<file path="config.mk">
export PLATFORM = sky130hd
export DESIGN_NAME = stack_port_ctrl
export DESIGN_NICKNAME = d
export VERILOG_FILES = /design/src/rtl/stack_ctrl_pkg.sv /design/src/rtl/stack_occ_counter.sv /design/src/rtl/stack_port_ctrl.sv
export SDC_FILE = /design/constraint.sdc
export NUM_CORES = 1
export LEC_CHECK = 0
export ABC_CLOCK_PERIOD_IN_PS = 6700
export CORE_MARGIN = 2
export CORE_UTILIZATION = 51
export DETAILED_ROUTE_END_ITERATION = 12
export GPL_ROUTABILITY_DRIVEN = 0
export PLACE_DENSITY = 0.88
export SLEW_MARGIN = 20
export SYNTH_ARGS = -nofsm -noshare
export SYNTH_HDL_FRONTEND = slang
export SYNTH_SLANG_ARGS = --single-unit
</file>
<file path="constraint.sdc">
create_clock -name clk -period 6.7 [get_ports clk]
set_input_delay 1.675 -clock clk [delete_from_list [all_inputs] [get_ports clk]]
set_output_delay 1.675 -clock clk [all_outputs]
set_load 0.03 [all_outputs]
</file>
<file path="src/rtl/stack_ctrl_pkg.sv">
// Shared definitions for the LIFO stack port controller: command op codes,
// controller FSM states and default sizing.
package stack_ctrl_pkg;

   localparam int DW_DEFAULT    = 8;
   localparam int DEPTH_DEFAULT = 255;
   localparam int CW_DEFAULT    = 8;

   typedef enum logic [1:0] {
      OP_ILL  = 2'b00,
      OP_PUSH = 2'b01,
      OP_POP  = 2'b10,
      OP_TOP  = 2'b11
   } op_t;

   typedef enum logic [1:0] {
      S_IDLE    = 2'b00,
      S_ISSUE   = 2'b01,
      S_CAPTURE = 2'b10,
      S_RESP    = 2'b11
   } state_t;

endpackage

</file>
<file path="src/rtl/stack_occ_counter.sv">
// Occupancy counter for the stack controller. Counts entries held in the
// stack; the controller's error checks keep it within 0..DEPTH so it never
// wraps.
module stack_occ_counter
   import stack_ctrl_pkg::*;
#(
   parameter int CW    = CW_DEFAULT,
   parameter int DEPTH = DEPTH_DEFAULT
) (
   input  logic          clk,
   input  logic          rst,
   input  logic          inc,
   input  logic          dec,
   output logic [CW-1:0] count,
   output logic          empty,
   output logic          full
);

   logic [CW-1:0] r_count;

   // Up/down count; simultaneous inc and dec cancel out.
   always_ff @(posedge clk or posedge rst) begin
      if (rst) begin
         r_count <= '0;
      end else if (inc && !dec) begin
         r_count <= r_count + 1'b1;
      end else if (dec && !inc) begin
         r_count <= r_count - 1'b1;
      end
   end

   assign count = r_count;
   assign empty = (r_count == '0);
   assign full  = (r_count == CW'(DEPTH));

endmodule

</file>
<file path="src/rtl/stack_port_ctrl.sv">
// Requester-side master for the LIFO stack. Accepts one PUSH/POP/TOP per
// request handshake, drives a single-cycle strobe to the stack, captures the
// stack's registered read data and returns it on the response channel.
// Overflow, underflow and illegal ops are answered without touching the stack.
module stack_port_ctrl
   import stack_ctrl_pkg::*;
#(
   parameter int DW    = DW_DEFAULT,
   parameter int DEPTH = DEPTH_DEFAULT,
   parameter int CW    = CW_DEFAULT
) (
   input  logic          clk,
   input  logic          rst,
   input  logic          req_valid,
   output logic          req_ready,
   input  logic [1:0]    req_op,
   input  logic [DW-1:0] req_data,
   output logic          rsp_valid,
   input  logic          rsp_ready,
   output logic [DW-1:0] rsp_data,
   output logic          rsp_err,
   output logic          stk_push,
   output logic          stk_pop,
   output logic          stk_top,
   output logic [DW-1:0] stk_din,
   input  logic [DW-1:0] stk_dout,
   output logic [CW-1:0] count,
   output logic          empty,
   output logic          full
);

   state_t        r_state;
   op_t           r_op;
   logic          r_reqReady;
   logic          r_rspValid;
   logic [DW-1:0] r_rspData;
   logic          r_rspErr;
   logic          r_stkPush;
   logic          r_stkPop;
   logic          r_stkTop;
   logic [DW-1:0] r_stkDin;

   op_t           w_opIn;
   logic          w_reqErr;
   logic          w_inc;
   logic          w_dec;
   logic          w_empty;
   logic          w_full;

   // Occupancy moves on the edge that closes the strobe cycle, i.e. when the
   // stack itself acts on the command.
   assign w_inc = (r_state == S_ISSUE) && (r_op == OP_PUSH);
   assign w_dec = (r_state == S_ISSUE) && (r_op == OP_POP);

   stack_occ_counter #(
      .CW    (CW),
      .DEPTH (DEPTH)
   ) u_occ (
      .clk   (clk),
      .rst   (rst),
      .inc   (w_inc),
      .dec   (w_dec),
      .count (count),
      .empty (w_empty),
      .full  (w_full)
   );

   // Decide at accept time whether the incoming command can reach the stack.
   always_comb begin
      w_opIn   = op_t'(req_op);
      w_reqErr = 1'b0;
      case (w_opIn)
         OP_PUSH:        w_reqErr = w_full;
         OP_POP, OP_TOP: w_reqErr = w_empty;
         default:        w_reqErr = 1'b1;
      endcase
   end

   // Controller FSM with registered strobes and response; strobes default low
   // so each one is high for exactly the ISSUE cycle.
   always_ff @(posedge clk or posedge rst) begin
      if (rst) begin
         r_state    <= S_IDLE;
         r_op       <= OP_ILL;
         r_reqReady <= 1'b1;
         r_rspValid <= 1'b0;
         r_rspData  <= '0;
         r_rspErr   <= 1'b0;
         r_stkPush  <= 1'b0;
         r_stkPop   <= 1'b0;
         r_stkTop   <= 1'b0;
         r_stkDin   <= '0;
      end else begin
         r_stkPush <= 1'b0;
         r_stkPop  <= 1'b0;
         r_stkTop  <= 1'b0;
         case (r_state)
            S_IDLE: begin
               if (req_valid && r_reqReady) begin
                  r_reqReady <= 1'b0;
                  r_op       <= w_opIn;
                  if (w_reqErr) begin
                     r_rspErr   <= 1'b1;
                     r_rspData  <= '0;
                     r_rspValid <= 1'b1;
                     r_state    <= S_RESP;
                  end else begin
                     case (w_opIn)
                        OP_PUSH: begin
                           r_stkPush <= 1'b1;
                           r_stkDin  <= req_data;
                        end
                        OP_POP:  r_stkPop <= 1'b1;
                        default: r_stkTop <= 1'b1;
                     endcase
                     r_state <= S_ISSUE;
                  end
               end
            end
            S_ISSUE: begin
               r_state <= S_CAPTURE;
            end
            S_CAPTURE: begin
               r_rspData  <= ((r_op == OP_POP) || (r_op == OP_TOP)) ? stk_dout : '0;
               r_rspErr   <= 1'b0;
               r_rspValid <= 1'b1;
               r_state    <= S_RESP;
            end
            S_RESP: begin
               if (rsp_ready) begin
                  r_rspValid <= 1'b0;
                  r_reqReady <= 1'b1;
                  r_state    <= S_IDLE;
               end
            end
            default: begin
               r_state    <= S_IDLE;
               r_reqReady <= 1'b1;
               r_rspValid <= 1'b0;
            end
         endcase
      end
   end

   assign req_ready = r_reqReady;
   assign rsp_valid = r_rspValid;
   assign rsp_data  = r_rspData;
   assign rsp_err   = r_rspErr;
   assign stk_push  = r_stkPush;
   assign stk_pop   = r_stkPop;
   assign stk_top   = r_stkTop;
   assign stk_din   = r_stkDin;
   assign empty     = w_empty;
   assign full      = w_full;

endmodule

</file>
Word-level counts from Yosys, hierarchy flattened
Index checks and enable logic that the tools add are counted.

Add/subtract/negate cells: 2. Equality and inequality tests: 13. Muxes and demuxes: 31. Bitwise gates (word level): 1. Reductions and logical operators: 22.

Operator list (count): $mux W8 (5); $mux W1 (17); $pmux W8 S2 (1); $eq A2 B2 Y1 const B (6); $add A8 B1 Y8 const B (1); $eq A8 B8 Y1 const B (1); $logic_not A8 Y1 (1); $pmux W2 S4 (1); $reduce_and A4 Y1 (2); $sub A8 B1 Y8 const B (1); $eq A2 B1 Y1 const B (3); $mux W2 (3); $ne A2 B2 Y1 const B (3); $pmux W1 S2 (3); $reduce_and A3 Y1 (2); $reduce_bool A2 Y1 (3); $logic_and A1 B1 Y1 (5); $reduce_and A2 Y1 (2); $reduce_or A2 Y1 (2); $pmux W1 S3 (1); $reduce_bool A3 Y1 (1); $logic_not A1 Y1 (2); $logic_not A2 Y1 (1); $logic_or A1 B1 Y1 (1); $not A1 Y1 (1).

Register bits: 34. Input bits: 22. Output and inout port bits: 32. Logic and storage cells: 80.

Logic depth before layout (Yosys ltp)
Word-level depth: 6. Depth in mapped cells: 12. Mapped depth without buffers: 12.

Hierarchy
From an unflattened synthesis, not the netlist that was laid out.

Cells, all modules: 177. Area total of the unflattened synthesis: 1935.6 um2.

Modules (own cells, without submodules): stack_port_ctrl (times used 1, cells an instance 105, area an instance 1291.2 um2, seq. area each 651.9 um2); stack_occ_counter (times used 1, cells an instance 72, area an instance 644.4 um2, seq. area each 200.2 um2).

Least setup slack after synthesis
OpenSTA, ideal clock, no wires.

Path type: register -> output. Start point: reg u_occ.r_count[1] (netlist: u_occ.count[1]). End point: out empty. Arrival: 1.564 ns. Required time: 5.025 ns. Slack: 3.461 ns. Stages on the path, launching flop included: 3. Path buffers: 0. Path through: dfrtp_1 or4_4 nor2_1.

Cells in the longest elaborated chain, start to end: 1.

Ends and longest elaborated chain: from (decl) (RTL line stack_occ_counter.sv:19) `logic [CW-1:0] r_count;`; from (signal assigned) (RTL line stack_occ_counter.sv:26) `r_count <= r_count + 1'b1;`; from (signal assigned) (RTL line stack_occ_counter.sv:28) `r_count <= r_count - 1'b1;`; $logic_not A8 Y1 (RTL line stack_occ_counter.sv:33) `assign empty = (r_count == '0);`; to (decl) (RTL line stack_port_ctrl.sv:28) `output logic empty,`.

No other way between the ends.

Worst setup path in the final report
Same ends and word-level chain as after synthesis.

==> results.cfg <==
[critical_path]
worst-setup-path-type = reg -> out
r2r-end = u_occ.count[7]
crit_cells = 3
critPathLaunchType = flip-flop
slowest_delay_ns = 0.69
slowest_stage = clkdlybuf4s50_1
critPathBufInv = 1
path_max_fanout = 6
rrSetupSlack_ns = 3.98
endpoint = empty
rr_worst_depth = 11
crit_start = u_occ.count[1]
worst_ep_arrival_time_ns = 2.23
path_cells = or4_4 -> nor2_1 -> clkdlybuf4s50_1
crit_path_end_kind = output port
critPathRequiredTime_ns = 5.03
cpLargestDelayFamily = simple AND/OR/NAND/NOR gates
timing.rr.start = r_state[1]

[clocking]
htreeDepth = 2
holdBufCountCts = 0
clk_latency_ns = 0.33
post_cts_buffers = 0
cts_tree = built
root_buffer = clkbuf_4
cts_resized = 0
max-clock-path-buffers = 2
cts-buffers-inserted = 5
clock_sinks = 34
clk_pin_slew_ns = 0.10

[synth]
async_reset_ff_share_pct = 100
synth_top_cells_by_area = dfrtp_1 (45%), ha_1 (11%), mux2_2 (5.5%)
ys_ff_latch = 34
synthesis.area_um2 = 1840
postSynthNetCount = 205
seq_area_frac_synth_pct = 46.4
netlist.area_leader.share_pct = 45.0
synthFlopType = dfrtp_1
synth_cell_type_count = 38
synth_area_leader_cell = dfrtp_1
yosysWarnings = 0
syn-instance-count = 166
synth_edf_count = 0
syn_avg_cell_area_um2 = 11.1

[sta]
rsz0062_at_grt = no
setup_viol = 0
maxSlewHeadroom_pct = 60.1
period_minus_slack_ns = 3.90
whs_ns = 0.509
max_freq_ghz = 0.256
setup_tns_ns = 0
setup_slack_ns = 2.80
skew_ns = 0.00979
period_share_pct = 58.2
hold_violations = 0
worst_pin_slew_ns = 0.593
report.final.slew_viol_count = 0

[routing]
drc_errors = 0
num_vias = 1468
ant_nets = 0
wire_per_inst_um = 13.9
vias_per_cell = 5.38
firstDrtPassIters = 4
drt-total-wl_um = 3790
drt_iter0_markers = 100

[die]
row_count = 21
die_area_um2 = 4100
die_w_um = 64.0
pin_count = 54
start_util_pct = 54.2
die_y_um = 64.0
core_area_um2 = 3390

[global_routing]
grt_max_degree = 35
grtUsageTotal_pct = 20.3
grt_first_pass_wirelength_um = 6480
grt_antenna_before_repair = 0
first_global_vias = 1438
overflow = 0

[placed_design]
portBuffers = 53
dpl_cell_area_um2 = 2430
pre_cts_ws_ns = 2.85
detailed_place_hpwl_um = 2940

[cells_and_area]
fin_area_um2 = 2510
drive_above_1_share_pct = 12.3
syn_to_final_growth_pct = 36.7
mostFrequentLayoutCell = clkdlybuf4s50_1
antennaDiodeCount = 0
layout_common_cells = clkdlybuf4s50_1 (53), dfrtp_1 (33), ha_1 (16)
nets = 265

[power]
p_sw_share_pct = 22.7
intPower_uw = 307
pwr-share-comb_pct = 9.9
p_clk_share_pct = 37.2
seqPwrFrac_pct = 52.9
p_leak_uw = 0.00115
power.switching_uw = 90.0
p_per_area_nw_per_um2 = 158
max-vdd-ir-drop_v = 0.000104

[run]
drv_cap = 0

[status]
outcome = finished clean

[min_path]
hold_path_depth = 1
min_path_type = reg -> reg
-- final cells by class --
type	count	area [um2]
clock buffers	5	37.5
clock inverters	3	45.0
fillers	249	878
inverters	13	48.8
multi-input cells	118	932
flip-flops and latches	34	852
well taps	46	57.6
repair buffers	54	538
-- cell usage after synthesis, drive strengths merged (2+ instances only) --
| master | instances |
|---|---|
| and3 | 2 |
| nand4 | 2 |
| nand2 | 12 |
| a21o | 2 |
| xnor2 | 4 |
| ha | 16 |
| a21oi | 8 |
| dfrtp | 33 |
| nor2 | 12 |
| nor4 | 2 |
| nand3 | 4 |
| inv | 13 |
| nor3 | 4 |
| o21ai | 13 |
| xor2 | 2 |
| a22o | 8 |
| o21bai | 2 |
| mux2 | 9 |
| or4 | 2 |
-- per-layer routing --
metal	vias up	global-route usage [%]	routed length [um]
met5	-	0	0
met4	0	6.79	60
met2	43	35.3	1870
met1	706	25.1	1640
li1	713	-	-
met3	6	3.87	219
-- logic make-up after synthesis --
family / count (synthesis) / share of synthesized area [%]
simple gates: 44 / 12.7
mux: 9 / 5.52
fa+ha+maj: 17 / 12.0
buf+inv: 14 / 2.86
compound gates: 42 / 17.7
flops: 34 / 46.4
xor+xnor: 6 / 2.86
-- registers in the layout, indices dropped and copies added, names as in the netlist --
name / count
rsp_valid: 1
req_ready: 1
rsp_data: 8
u_occ.count: 8
stk_din: 8
stk_push: 1
stk_pop: 1
r_state: 2
r_op: 2
rsp_err: 1
stk_top: 1
-- power by group through the flow --
stage | combinational [uW] | clock [uW] | sequential (uW)
after floorplan | 11.0 | 0 | 220
after global placement | 38.8 | 0 | 214
after detailed placement | 39.2 | 0 | 214
after CTS | 39.6 | 152 | 210
after global routing | 42.1 | 162 | 210
final | 39.2 | 148 | 210
-- through the flow --
step                      cells  utilization, %  total power (uW)
final                       273            74.1               397
after global routing        273            74.1               414
after CTS                   273            74.1               402
after detailed placement    265            71.7               253
after global placement      265            71.7               252
after floorplan             166               -               231
-- worst register-to-register path, delay by kind of cell (launching register included) --
family	cells	cell delay (ns)
AOI/OAI and AO/OA	3	0.69
xor gates and xnor gates	1	0.13
adders and majority gates	3	0.70
buffers and inverters	2	0.34
DFF	1	0.42
and+or+nand+nor	2	0.32
-- how the worst min path moves through the flow --
| stage | start | to | slack, ns |
|---|---|---|---|
| finish | rsp_data[1] | rsp_data[1] | 0.51 |
| global route | rsp_data[1] | rsp_data[1] | 0.52 |
| CTS | rsp_data[1] | rsp_data[1] | 0.51 |
| detailed placement | rsp_data[3] | rsp_data[3] | 0.48 |
| global placement | rsp_data[4] | rsp_data[4] | 0.48 |
| floorplan | r_op[0] | r_op[0] | 0.46 |
Power figures use the tool's default switching activity.
